<file path="src/rtl/mem_arbiter_pkg.sv">
// mem_arbiter shared types and proc line-memory constants.
// Imported by the interface, the grant unit and the top.
package mem_arbiter_pkg;

  localparam int PROC_ARCH_BITS        = 32;
  localparam int PROC_MEMORY_LINE_BITS = 128;

  typedef enum logic [1:0] {
    IDLE  = 2'd0,
    READ  = 2'd1,
    WRITE = 2'd2,
    GAP   = 2'd3
  } mem_arb_state_t;

  typedef enum logic {
    OWN_IC = 1'b0,
    OWN_DC = 1'b1
  } mem_arb_owner_t;

endpackage

</file>
<file path="src/rtl/mem_arbiter_if.sv">
// Request/response bundle between the caches, the arbiter and memory.
// slave = arbiter view, master = requester/memory view.
interface mem_arbiter_if
  import mem_arbiter_pkg::*;
#(
  parameter int ARCH_BITS = PROC_ARCH_BITS,
  parameter int LINE_BITS = PROC_MEMORY_LINE_BITS
) ();

  logic                 ic_req_valid;
  logic [ARCH_BITS-1:0] ic_req_addr;
  logic                 ic_req_ready;
  logic                 ic_rsp_valid;
  logic [LINE_BITS-1:0] ic_rsp_data;

  logic                 dc_req_valid;
  logic                 dc_req_we;
  logic [ARCH_BITS-1:0] dc_req_addr;
  logic [LINE_BITS-1:0] dc_req_wdata;
  logic                 dc_req_ready;
  logic                 dc_rsp_valid;
  logic [LINE_BITS-1:0] dc_rsp_data;

  logic [ARCH_BITS-1:0] mem_raddr;
  logic [ARCH_BITS-1:0] mem_waddr;
  logic [LINE_BITS-1:0] mem_wdata;
  logic                 mem_we;
  logic [LINE_BITS-1:0] mem_rdata;
  logic                 mem_rvalid;
  logic                 mem_wdone;

  modport slave (
    input  ic_req_valid, ic_req_addr,
    output ic_req_ready, ic_rsp_valid, ic_rsp_data,
    input  dc_req_valid, dc_req_we, dc_req_addr,
    input  dc_req_wdata,
    output dc_req_ready, dc_rsp_valid, dc_rsp_data,
    output mem_raddr, mem_waddr, mem_wdata, mem_we,
    input  mem_rdata, mem_rvalid, mem_wdone
  );

  modport master (
    output ic_req_valid, ic_req_addr,
    input  ic_req_ready, ic_rsp_valid, ic_rsp_data,
    output dc_req_valid, dc_req_we, dc_req_addr,
    output dc_req_wdata,
    input  dc_req_ready, dc_rsp_valid, dc_rsp_data,
    input  mem_raddr, mem_waddr, mem_wdata, mem_we,
    output mem_rdata, mem_rvalid, mem_wdone
  );

endinterface

</file>
<file path="src/rtl/mem_arbiter_grant.sv">
// mem_arb_grant: picks icache or dcache while the arbiter is idle.
// MEM_ARB_ROUND_ROBIN_EN alternates on ties; otherwise dcache wins.
module mem_arb_grant
  import mem_arbiter_pkg::*;
(
  input  logic clk,
  input  logic rst,
  input  logic i_idle,
  input  logic i_ic_valid,
  input  logic i_dc_valid,
  output logic o_ic_ready,
  output logic o_dc_ready
);

  logic w_dc_win;

`ifdef MEM_ARB_ROUND_ROBIN_EN
  mem_arb_owner_t r_last;

  assign w_dc_win = i_dc_valid &
                    (~i_ic_valid | (r_last == OWN_IC));

  always_ff @(posedge clk) begin
    if (rst) begin
      r_last <= OWN_IC;
    end else if (o_dc_ready) begin
      r_last <= OWN_DC;
    end else if (o_ic_ready) begin
      r_last <= OWN_IC;
    end
  end
`else
  logic w_unused;

  assign w_dc_win = i_dc_valid;
  assign w_unused = clk ^ rst;
`endif

  assign o_dc_ready = i_idle & w_dc_win;
  assign o_ic_ready = i_idle & i_ic_valid & ~w_dc_win;

endmodule

</file>
<file path="src/rtl/mem_arbiter.sv">
// mem_arbiter: one-at-a-time line memory sharing for icache/dcache.
// MEM_ARB_ROUND_ROBIN_EN selects round-robin grant on ties.
module mem_arbiter
  import mem_arbiter_pkg::*;
#(
  parameter int ARCH_BITS = PROC_ARCH_BITS,
  parameter int LINE_BITS = PROC_MEMORY_LINE_BITS
) (
  input logic          clk,
  input logic          rst,
  mem_arbiter_if.slave bus
);

  mem_arb_state_t       r_state;
  mem_arb_state_t       w_next;
  mem_arb_owner_t       r_owner;
  logic [ARCH_BITS-1:0] r_addr;
  logic [LINE_BITS-1:0] r_wdata;
  logic [LINE_BITS-1:0] r_ic_data;
  logic [LINE_BITS-1:0] r_dc_data;
  logic                 r_ic_vld;
  logic                 r_dc_vld;
  logic                 w_idle;
  logic                 w_ic_rdy;
  logic                 w_dc_rdy;
  logic                 w_rd_done;
  logic                 w_wr_done;

  assign w_idle    = (r_state == IDLE);
  assign w_rd_done = (r_state == READ) & bus.mem_rvalid;
  assign w_wr_done = (r_state == WRITE) & bus.mem_wdone;

  mem_arb_grant u_grant (
    .clk        (clk),
    .rst        (rst),
    .i_idle     (w_idle),
    .i_ic_valid (bus.ic_req_valid),
    .i_dc_valid (bus.dc_req_valid),
    .o_ic_ready (w_ic_rdy),
    .o_dc_ready (w_dc_rdy)
  );

  always_comb begin
    w_next = r_state;
    unique case (r_state)
      IDLE: begin
        if (w_dc_rdy) begin
          w_next = bus.dc_req_we ? WRITE : READ;
        end else if (w_ic_rdy) begin
          w_next = READ;
        end
      end
      READ:    if (w_rd_done) w_next = GAP;
      WRITE:   if (w_wr_done) w_next = GAP;
      default: w_next = IDLE;
    endcase
  end

  always_ff @(posedge clk) begin
    if (rst) begin
      r_state <= IDLE;
    end else begin
      r_state <= w_next;
    end
  end

  // Response pulses land in GAP, one cycle after rvalid/wdone.
  always_ff @(posedge clk) begin
    if (rst) begin
      r_addr    <= '0;
      r_wdata   <= '0;
      r_owner   <= OWN_IC;
      r_ic_data <= '0;
      r_dc_data <= '0;
      r_ic_vld  <= 1'b0;
      r_dc_vld  <= 1'b0;
    end else begin
      r_ic_vld <= 1'b0;
      r_dc_vld <= 1'b0;
      if (w_dc_rdy) begin
        r_addr  <= bus.dc_req_addr;
        r_wdata <= bus.dc_req_wdata;
        r_owner <= OWN_DC;
      end else if (w_ic_rdy) begin
        r_addr  <= bus.ic_req_addr;
        r_owner <= OWN_IC;
      end
      if (w_rd_done) begin
        if (r_owner == OWN_DC) begin
          r_dc_data <= bus.mem_rdata;
          r_dc_vld  <= 1'b1;
        end else begin
          r_ic_data <= bus.mem_rdata;
          r_ic_vld  <= 1'b1;
        end
      end
      if (w_wr_done) begin
        r_dc_data <= '0;
        r_dc_vld  <= 1'b1;
      end
    end
  end

  // Parking on ~addr forces the memory to restart its delay count.
  assign bus.mem_raddr = (r_state == READ)  ? r_addr : ~r_addr;
  assign bus.mem_waddr = (r_state == WRITE) ? r_addr : ~r_addr;
  assign bus.mem_we    = (r_state == WRITE);
  assign bus.mem_wdata = r_wdata;

  assign bus.ic_req_ready = w_ic_rdy;
  assign bus.ic_rsp_valid = r_ic_vld;
  assign bus.ic_rsp_data  = r_ic_data;
  assign bus.dc_req_ready = w_dc_rdy;
  assign bus.dc_rsp_valid = r_dc_vld;
  assign bus.dc_rsp_data  = r_dc_data;

endmodule

</file>
<file path="src/flat_wrapper.sv">
// flat-port wrapper written by rule: the top's interface ports become plain ports
module mem_arbiter_flat import mem_arbiter_pkg::*;
#(
  parameter int ARCH_BITS = PROC_ARCH_BITS,
  parameter int LINE_BITS = PROC_MEMORY_LINE_BITS
)
  (clk, rst, bus_ic_req_valid, bus_ic_req_addr, bus_ic_req_ready, bus_ic_rsp_valid, bus_ic_rsp_data, bus_dc_req_valid, bus_dc_req_we, bus_dc_req_addr, bus_dc_req_wdata, bus_dc_req_ready, bus_dc_rsp_valid, bus_dc_rsp_data, bus_mem_raddr, bus_mem_waddr, bus_mem_wdata, bus_mem_we, bus_mem_rdata, bus_mem_rvalid, bus_mem_wdone);
  mem_arbiter_if #(.ARCH_BITS(ARCH_BITS), .LINE_BITS(LINE_BITS)) bus_i ();
  input logic clk;
  input logic rst;
  input wire logic [$bits(bus_i.ic_req_valid)-1:0] bus_ic_req_valid;
  input wire logic [$bits(bus_i.ic_req_addr)-1:0] bus_ic_req_addr;
  output wire logic [$bits(bus_i.ic_req_ready)-1:0] bus_ic_req_ready;
  output wire logic [$bits(bus_i.ic_rsp_valid)-1:0] bus_ic_rsp_valid;
  output wire logic [$bits(bus_i.ic_rsp_data)-1:0] bus_ic_rsp_data;
  input wire logic [$bits(bus_i.dc_req_valid)-1:0] bus_dc_req_valid;
  input wire logic [$bits(bus_i.dc_req_we)-1:0] bus_dc_req_we;
  input wire logic [$bits(bus_i.dc_req_addr)-1:0] bus_dc_req_addr;
  input wire logic [$bits(bus_i.dc_req_wdata)-1:0] bus_dc_req_wdata;
  output wire logic [$bits(bus_i.dc_req_ready)-1:0] bus_dc_req_ready;
  output wire logic [$bits(bus_i.dc_rsp_valid)-1:0] bus_dc_rsp_valid;
  output wire logic [$bits(bus_i.dc_rsp_data)-1:0] bus_dc_rsp_data;
  output wire logic [$bits(bus_i.mem_raddr)-1:0] bus_mem_raddr;
  output wire logic [$bits(bus_i.mem_waddr)-1:0] bus_mem_waddr;
  output wire logic [$bits(bus_i.mem_wdata)-1:0] bus_mem_wdata;
  output wire logic [$bits(bus_i.mem_we)-1:0] bus_mem_we;
  input wire logic [$bits(bus_i.mem_rdata)-1:0] bus_mem_rdata;
  input wire logic [$bits(bus_i.mem_rvalid)-1:0] bus_mem_rvalid;
  input wire logic [$bits(bus_i.mem_wdone)-1:0] bus_mem_wdone;
  assign bus_i.ic_req_valid = bus_ic_req_valid;
  assign bus_i.ic_req_addr = bus_ic_req_addr;
  assign bus_ic_req_ready = bus_i.ic_req_ready;
  assign bus_ic_rsp_valid = bus_i.ic_rsp_valid;
  assign bus_ic_rsp_data = bus_i.ic_rsp_data;
  assign bus_i.dc_req_valid = bus_dc_req_valid;
  assign bus_i.dc_req_we = bus_dc_req_we;
  assign bus_i.dc_req_addr = bus_dc_req_addr;
  assign bus_i.dc_req_wdata = bus_dc_req_wdata;
  assign bus_dc_req_ready = bus_i.dc_req_ready;
  assign bus_dc_rsp_valid = bus_i.dc_rsp_valid;
  assign bus_dc_rsp_data = bus_i.dc_rsp_data;
  assign bus_mem_raddr = bus_i.mem_raddr;
  assign bus_mem_waddr = bus_i.mem_waddr;
  assign bus_mem_wdata = bus_i.mem_wdata;
  assign bus_mem_we = bus_i.mem_we;
  assign bus_i.mem_rdata = bus_mem_rdata;
  assign bus_i.mem_rvalid = bus_mem_rvalid;
  assign bus_i.mem_wdone = bus_mem_wdone;
  mem_arbiter #(.ARCH_BITS(ARCH_BITS), .LINE_BITS(LINE_BITS)) u_core (.clk(clk), .rst(rst), .bus(bus_i));
endmodule
</file>
<file path="config.mk">
export PLATFORM = sky130hd
export DESIGN_NAME = mem_arbiter_flat
export DESIGN_NICKNAME = d
export VERILOG_FILES = /design/src/rtl/mem_arbiter_pkg.sv /design/src/rtl/mem_arbiter_if.sv /design/src/rtl/mem_arbiter_grant.sv /design/src/rtl/mem_arbiter.sv /design/src/flat_wrapper.sv
export SDC_FILE = /design/constraint.sdc
export NUM_CORES = 1
export LEC_CHECK = 0
export ABC_AREA = 1
export ABC_CLOCK_PERIOD_IN_PS = 1700
export CAP_MARGIN = 5
export CORE_AREA = 2 2 307 309
export CTS_CLUSTER_DIAMETER = 150
export DETAILED_ROUTE_END_ITERATION = 6
export DIE_AREA = 0 0 309 311
export GPL_ROUTABILITY_DRIVEN = 0
export SLEW_MARGIN = 40
export SYNTH_ARGS = -nofsm -noshare
export SYNTH_HDL_FRONTEND = slang
export SYNTH_HIERARCHICAL = 1
export SYNTH_SLANG_ARGS = --single-unit
</file>
<file path="constraint.sdc">
create_clock -name clk -period 1.7 [get_ports clk]
set_clock_uncertainty 0.05 [all_clocks]
set_input_delay 0.51 -clock clk [delete_from_list [all_inputs] [get_ports clk]]
set_output_delay 0.51 -clock clk [all_outputs]
set_load 0.03 [all_outputs]
</file>
==> impl_metrics.toml, run 1 <==
[status]
outcome = "finished with violations"
violations = "setup timing"

[synthesis]
syn-instance-count = 2037
synth_cell_types = 18
yosysSeqAreaShare = 0.535
synth-seq-cells = 421
ys_warn_count = 6
synth_fp_nets = 2368
synth_top_area_share = 0.535
synth_top_area_cell = "dfxtp_1"
synthesis.area_sq_mm = 0.0158
synthTopCellsByArea = "dfxtp_1 (53%), nor2_1 (12%), o21ai_0 (7.7%), nand2_1 (6.5%), nand3_1 (5.1%)"
avgSynthCellArea_sq_um = 7.74

[timing]
relSlewSlack = 0.655
fin_crit_sh = 1.41
fin_ws_ns = -0.699
maxSlewViolCount = 0
hold_viol_final = 0
period_needed_ns = 2.40
setup_viol = 495
maxClockFrequency_ghz = 0.417
worst_pin_slew_ns = 0.516
rsz0062_at_grt = "true"
worst_hold_slack_ns = 0.411

[power]
clkPwrFrac = 0.229
fin_total_pwr_uw = 47700
ir_worst_vdd_mv = 0.767
swShare = 0.380
p_leak_uw = 0.0131
power.internal_uw = 29600
cellPowerDensity_mw_per_mm2 = 1490
p_seq_frac = 0.274
comb_power_share = 0.497
power_switching_uw = 18100

[grt]
grt_pass1_wl_mm = 109
grt-ovfl-total = 0
grt_pass1_vias = 17200
antenna_found_initial = 2
grt_max_degree = 44
grtUsageTotal = 0.149

[die]
core_area_sq_mm = 0.0928
die_height_um = 311
die-area_sq_mm = 0.0961
initial_utilization = 0.170
ios = 780
num_rows = 112
dieWidth_um = 309

[routing]
drt-vias-per-instance = 4.11
vias = 17300
wl_per_cell_um = 17.9
ant_nets = 0
firstDrtPassIters = 5
drt_wl_total_mm = 75.4
first_iter_violations = 987
drc_errors = 0

[place]
dp_hpwl_mm = 54.1
place_area_sq_mm = 0.0280
preCtsSetupSlack_ns = -0.432
port_buffers = 779

[clocking]
insertion_delay_ns = 0.60
numCtsBuffers = 51
clock_path_buffers = 3
cts_tree = "built"
root_buffer = "clkbuf_16"
htreeDepth = 2
clkTransAtPathRegs_ns = 0.06
clock_sinks = 421

[min_path]
holdCritPathClass = "register to register"

[worst_setup_path]
required_ns = 1.14
crit_fanout = 6
path_cells = "inv_2 -> ha_4 -> buf_12 -> buf_16 -> xnor2_4 -> buf_6"
cpMaxStageDelayCell = "dfxtp_2"
worst_setup_path_end_kind = "output pin"
crit_type = "register to output pin"
cp.arrival_ns = 1.84
start_kind = "register"
cp_slowest_stage_delay_ns = 0.33

[layout]
final_cell_mix = "nor2_1 (470), buf_6 (400), clkdlybuf4s50_1 (326)"
drive_gt1_frac = 0.406
nets = 3260
final_core_util = 0.345
area_delta_synth_final_pct = 103
layout_commonest_cell = "nor2_1"
fin_area_sq_mm = 0.0320

[flow_run]
maxCapViolCount = 0
timing repair:
action	CTS	global route
hold buffers	0	0
resized for setup	2671	95
cloned	16	3
setup buffers	27	6
pin swaps	10	7
setup endpoints to repair	759	665
kinds of logic after synthesis:
| logic type | share of synthesized area |
|---|---|
| DFF | 0.535 |
| adders and majority gates | 0.00317 |
| xor gates and xnor gates | 0.0356 |
| AOI/OAI and AO/OA | 0.124 |
| and+or+nand+nor | 0.241 |
| buffers and inverters | 0.0615 |
critical path, delay by kind of cell (launching register included):
kind | cells | cell delay, ns
buffers and inverters | 4 | 0.54
flip-flops | 1 | 0.33
adder cells (fa/ha/maj) | 1 | 0.24
XOR/XNOR | 1 | 0.13
flip-flops by register name, indices dropped and copies added (netlist names):
name                     count
u_core/bus.ic_rsp_valid      1
u_core/bus.ic_rsp_data     128
u_core/r_addr               32
u_core/bus.dc_rsp_valid      1
u_core/r_state               2
u_core/bus.mem_wdata       128
u_core/r_owner               1
u_core/bus.dc_rsp_data     128
power groups by stage:
stage | Clock, uW | Combinational, uW | Sequential (uW)
after floorplan | 0 | 8910 | 15300
after global placement | 0 | 20600 | 12700
after detailed placement | 0 | 20700 | 12800
after CTS | 11300 | 23400 | 13100
after global routing | 11700 | 24900 | 13200
final | 10900 | 23700 | 13100
synth_stat cells:
master / number
dfxtp_1: 421
nand2_4: 1
xnor2_1: 64
nor2_4: 1
o21ai_0: 242
nand2_2: 1
inv_1: 41
nor2_1: 514
nand3_1: 162
clkbuf_1: 47
buf_2: 91
nand2_1: 271
a21oi_1: 134
nor2_2: 3
buf_4: 23
ha_1: 4
inv_2: 3
o21ai_1: 14
per-stage QoR:
| stage | setup TNS (ns) | cells |
|---|---|---|
| floorplan | -4.66 | 2037 |
| global placement | -143.91 | 4080 |
| detailed placement | -144.35 | 4080 |
| CTS | -143.71 | 4209 |
| global route | -166.43 | 4218 |
| finish | -118.50 | 4218 |
path summary, 6_finish.rpt:
kind / slack [ns] / end / start / cells past startpoint
max: -0.70 / bus_mem_raddr[2] / u_core/r_state[1] / 6
min: 0.41 / u_core/bus.dc_rsp_data[94] / u_core/bus.dc_rsp_data[94] / 2
max reg2reg: -0.42 / u_core/r_addr[7] / u_core/r_state[1] / 15
min reg2reg: 0.41 / u_core/bus.dc_rsp_data[94] / u_core/bus.dc_rsp_data[94] / 2
per-layer routing:
metal / vias to the layer above / track usage / wire [um]
met5: - / 0 / 13
met2: 669 / 0.248 / 36100
met1: 8123 / 0.180 / 30700
met4: 2 / 0.0685 / 2970
met3: 142 / 0.0376 / 5630
li1: 8380 / - / -
area by class of cell:
type	instances	area, sq um
Fill cell	9495	60800
Tap cell	1254	1570
Timing Repair Buffer	1000	11900
Inverter	44	190
Antenna cell	2	5.00
Clock buffer	72	1470
Multi-Input combinational cell	1411	7800
Sequential cell	421	8850
Clock inverter	14	198
Note: power is estimated with default switching activity, not from simulation.
==> run 2, diff against run 1 <==
Settings changed: TNS_END_PERCENT from default to 1.
==> run 2 against run 1 <==
Effect of this change: the run ends with DRC, setup timing left; fmax decreased by 0.58%; sequential cell count unchanged; clock power about the same; critical endpoint is now bus_mem_waddr[12]; largest cell class unchanged; highest routed layer unchanged.
==> impl_metrics.toml, run 2 (synthesized netlist as in run 1, its figures left out) <==
[routing]
drt-vias-per-instance = 4.04
drc_errors = 1
vias = 16900
firstDrtPassIters = 7
first_iter_violations = 1139
drt_wl_total_mm = 70.7
wl_per_cell_um = 16.9
ant_nets = 0

[power]
p_leak_uw = 0.0126
comb_power_share = 0.479
swShare = 0.384
power.internal_uw = 28100
cellPowerDensity_mw_per_mm2 = 1480
p_seq_frac = 0.286
power_switching_uw = 17500
fin_total_pwr_uw = 45600
clkPwrFrac = 0.235
ir_worst_vdd_mv = 0.763

[status]
violations = "DRC, setup timing"
outcome = "finished with violations"

[clocking]
htreeDepth = 2
cts_tree = "built"
insertion_delay_ns = 0.62
clock_path_buffers = 3
root_buffer = "clkbuf_16"
clock_sinks = 421
clkTransAtPathRegs_ns = 0.06
numCtsBuffers = 50

[die]
die_height_um = 311
dieWidth_um = 309
num_rows = 112
die-area_sq_mm = 0.0961
initial_utilization = 0.170
ios = 780
core_area_sq_mm = 0.0928

[layout]
final_cell_mix = "nor2_1 (514), clkdlybuf4s50_1 (371), buf_6 (326)"
area_delta_synth_final_pct = 95.4
nFillCells = 9611
final_core_util = 0.332
nets = 3232
instances_no_fill = 4194
layout_commonest_cell = "nor2_1"
drive_gt1_frac = 0.348

[timing]
maxClockFrequency_ghz = 0.414
worst_hold_slack_ns = 0.408
rsz0062_at_grt = "true"
maxSlewViolCount = 0
setup_viol = 392
period_needed_ns = 2.41
fin_crit_sh = 1.42
worst_pin_slew_ns = 0.428
setup-tns-final_ns = -97.58
fin_ws_ns = -0.713
relSlewSlack = 0.714
hold_viol_final = 0

[place]
port_buffers = 779
placedCellCount = 4094
dp_hpwl_mm = 53.5

[grt]
grt-ovfl-total = 0
grt_pass1_vias = 16800
grt_pass1_wl_mm = 105
grtUsageTotal = 0.141
grt_max_degree = 45
antenna_found_initial = 2

[worst_setup_path]
cp_slowest_stage_delay_ns = 0.33
crit_fanout = 7
path_cells = "buf_6 -> ha_4 -> buf_4 -> buf_12 -> xnor2_4 -> buf_6"
required_ns = 1.14
start_kind = "register"
crit_top_cell = "buf_6"
worst_setup_path_end_kind = "output pin"
crit_type = "register to output pin"
cp.arrival_ns = 1.85
cpMaxStageDelayCell = "dfxtp_2"

[flow_run]
maxCapViolCount = 0

[min_path]
holdCritPathClass = "register to register"
[run 2: layout make-up]
class,instances,area (sq um),share of cell area
diodes,1,2.50,0.0000812
clock buffers,73,1420,0.0460
clock inverters,17,188,0.00609
inverters,44,180,0.00585
multi-input cells,1411,7570,0.246
flip-flops and latches,421,8770,0.285
well taps,1254,1570,0.0509
repair buffers,973,11100,0.361
[run 2: per-stage QoR]
stage / setup slack (ns) / cell area [sq um]
after floorplan: -0.139 / 17000
after global placement: -0.425 / 28200
after detailed placement: -0.440 / 28200
after CTS: -0.814 / 30400
after global routing: -0.799 / 30800
final: -0.713 / 30800
[run 2: per-layer routing]
metal / wire length, um / part of all wire / GRT usage / vias up
li1: - / - / - / 8305
met1: 27800 / 0.39 / 0.163 / 7875
met2: 34600 / 0.49 / 0.243 / 604
met3: 5180 / 0.073 / 0.0343 / 150
met4: 3040 / 0.043 / 0.0645 / 2
met5: 13 / 0.00018 / 0 / -
[run 2: path summary, 6_finish.rpt]
check,from,end,slack (ns),cells past startpoint
setup reg to reg,u_core/r_state[1],u_core/bus.ic_rsp_data[45],-0.22,11
hold reg to reg,u_core/bus.dc_rsp_data[60],u_core/bus.dc_rsp_data[60],0.41,2
hold / removal,u_core/bus.dc_rsp_data[60],u_core/bus.dc_rsp_data[60],0.41,2
setup / recovery,u_core/r_state[1],bus_mem_waddr[12],-0.71,6
[run 2: power by group through the flow]
stage                     logic, uW  registers, uW  clock network, uW
after floorplan                8760          15200                  0
after global placement        20700          12800                  0
after detailed placement      20800          12800                  0
after CTS                     21700          12800              11100
after global routing          23100          13200              11400
final                         21900          13000              10700
[run 2: what timing repair did]
| item | CTS | global route |
|---|---|---|
| setup buffers | 9 | 1 |
| pin swaps | 3 | 4 |
| hold buffers | 0 | 0 |
| resized for setup | 1002 | 1065 |
| endpoints found under the setup margin | 855 | 836 |
[run 2: critical path: cells and delay by family (launching register included)]
family / cells / cell delay, ns
xor+xnor: 1 / 0.16
flops: 1 / 0.33
buf+inv: 4 / 0.56
fa+ha+maj: 1 / 0.17
==> run 3, diff against run 2 <==
Settings changed: RECOVER_POWER from default to 50.
==> run 3 against run 2 <==
Effect of this change: largest power group unchanged; routed wire length is essentially flat; the run still ends with DRC, setup timing left; global-route usage stayed put; largest cell class unchanged; highest routed layer unchanged; critical endpoint unchanged; utilization about the same; combinational power hardly changed; sequential share of layout area hardly changed.
==> impl_metrics.toml, run 3 (synthesized netlist as in run 1, its figures left out) <==
[timing]
fin_ws_ns = -0.713
maxSlewViolCount = 0
relSlewSlack = 0.714
maxClockFrequency_ghz = 0.414
period_needed_ns = 2.41
hold_viol_final = 0
rsz0062_at_grt = "true"
worst_pin_slew_ns = 0.428
worst_hold_slack_ns = 0.408
setup_viol = 395
setup-tns-final_ns = -97.63
fin_crit_sh = 1.42

[layout]
drive_gt1_frac = 0.348
final_cell_mix = "nor2_1 (514), clkdlybuf4s50_1 (371), buf_6 (326)"
nets = 3232
layout_commonest_cell = "nor2_1"
area_delta_synth_final_pct = 95.4

[die]
die_height_um = 311
num_rows = 112
dieWidth_um = 309
initial_utilization = 0.170
core_area_sq_mm = 0.0928
ios = 780
die-area_sq_mm = 0.0961

[power]
power.internal_uw = 28100
fin_total_pwr_uw = 45600
clkPwrFrac = 0.235
p_seq_frac = 0.286
comb_power_share = 0.479
swShare = 0.384
ir_worst_vdd_mv = 0.763
cellPowerDensity_mw_per_mm2 = 1480
p_leak_uw = 0.0126
power_switching_uw = 17500

[worst_setup_path]
required_ns = 1.14
cp.arrival_ns = 1.85
worst_setup_path_end_kind = "output pin"
crit_fanout = 7
timing.rr.start = "u_core/r_state[1]"
start_kind = "register"
crit_type = "register to output pin"
startpoint = "u_core/r_state[1]"

[clocking]
insertion_delay_ns = 0.62
htreeDepth = 2
clock_sinks = 421
numCtsBuffers = 50
root_buffer = "clkbuf_16"
clkTransAtPathRegs_ns = 0.06
clock_path_buffers = 3
cts_tree = "built"

[status]
violations = "DRC, setup timing"
outcome = "finished with violations"

[min_path]
holdCritPathClass = "register to register"
holdCritStartpoint = "u_core/bus.dc_rsp_data[60]"

[routing]
drc_errors = 1
first_iter_violations = 1140
firstDrtPassIters = 7
drt_wl_total_mm = 70.7
drt-vias-per-instance = 4.04
wl_per_cell_um = 16.9
ant_nets = 0
vias = 16900

[grt]
grt-ovfl-total = 0
grt_max_degree = 45
grtUsageTotal = 0.141
grt_pass1_wl_mm = 105
grt_pass1_vias = 16800
antenna_found_initial = 2

[place]
dp_hpwl_mm = 53.5
port_buffers = 779
preCtsSetupSlack_ns = -0.440

[flow_run]
maxCapViolCount = 0
==> run 3: cell count changes in the layout (fill, tap and decap cells not counted), sizes merged <==
| cell | previous run | this run |
|---|---|---|
| buf | 601 | 600 |
| clkbuf | 73 | 74 |
==> run 3: worst max-delay path, stage by stage (launching register included) <==
cell,delay [ns]
dfxtp_2,0.33
buf_6,0.12
ha_4,0.17
buf_4,0.14
buf_12,0.15
xnor2_4,0.16
buf_6,0.15
==> run 3: power by group through the flow <==
stage	combinational, uW	sequential (uW)	clock (uW)
6_report	21800	13000	10700
4_1_cts	21700	12800	11100
2_1_floorplan	8760	15200	0
3_3_place_gp	20700	12800	0
5_1_grt	23100	13200	11400
3_5_place_dp	20800	12800	0
==> run 3: per-stage QoR <==
stage | instance area, sq um | util | cells
2_1_floorplan | 17000 | - | 2037
3_3_place_gp | 28200 | 0.304 | 4094
3_5_place_dp | 28200 | 0.304 | 4094
4_1_cts | 30400 | 0.327 | 4192
5_1_grt | 30800 | 0.332 | 4194
6_report | 30800 | 0.332 | 4194
==> run 3: final cells by class <==
| cell class | instances | area (sq um) |
|---|---|---|
| fill | 9615 | 62000 |
| multi-input combinational | 1411 | 7570 |
| antenna | 1 | 2.50 |
| timing repair buffer | 973 | 11100 |
| clock buffer | 73 | 1420 |
| inverter | 44 | 178 |
| clock inverter | 17 | 188 |
| sequential | 421 | 8770 |
| tap | 1254 | 1570 |
==> run 3: what timing repair did <==
item	4_1_cts	5_1_grt
pin swaps	3	4
hold buffers	0	0
gates resized for setup	1002	1065
setup buffers	9	1
endpoints found under the setup margin	855	836
==> run 3: metal layers <==
layer	share of wire	vias up	GRT usage	routed length [um]
met5	0.00018	-	0	13
met2	0.49	607	0.243	34600
met1	0.39	7882	0.163	27800
li1	-	8305	-	-
met3	0.074	150	0.0343	5200
met4	0.043	2	0.0645	3040
==> run 3: path summary, 6_finish.rpt <==
path                                endpoint  slack (ns)  depth (start not counted)
setup / recovery           bus_mem_waddr[12]       -0.71                          6
hold / removal    u_core/bus.dc_rsp_data[60]        0.41                          2
setup reg to reg  u_core/bus.ic_rsp_data[45]       -0.21                         11
hold reg to reg   u_core/bus.dc_rsp_data[60]        0.41                          2
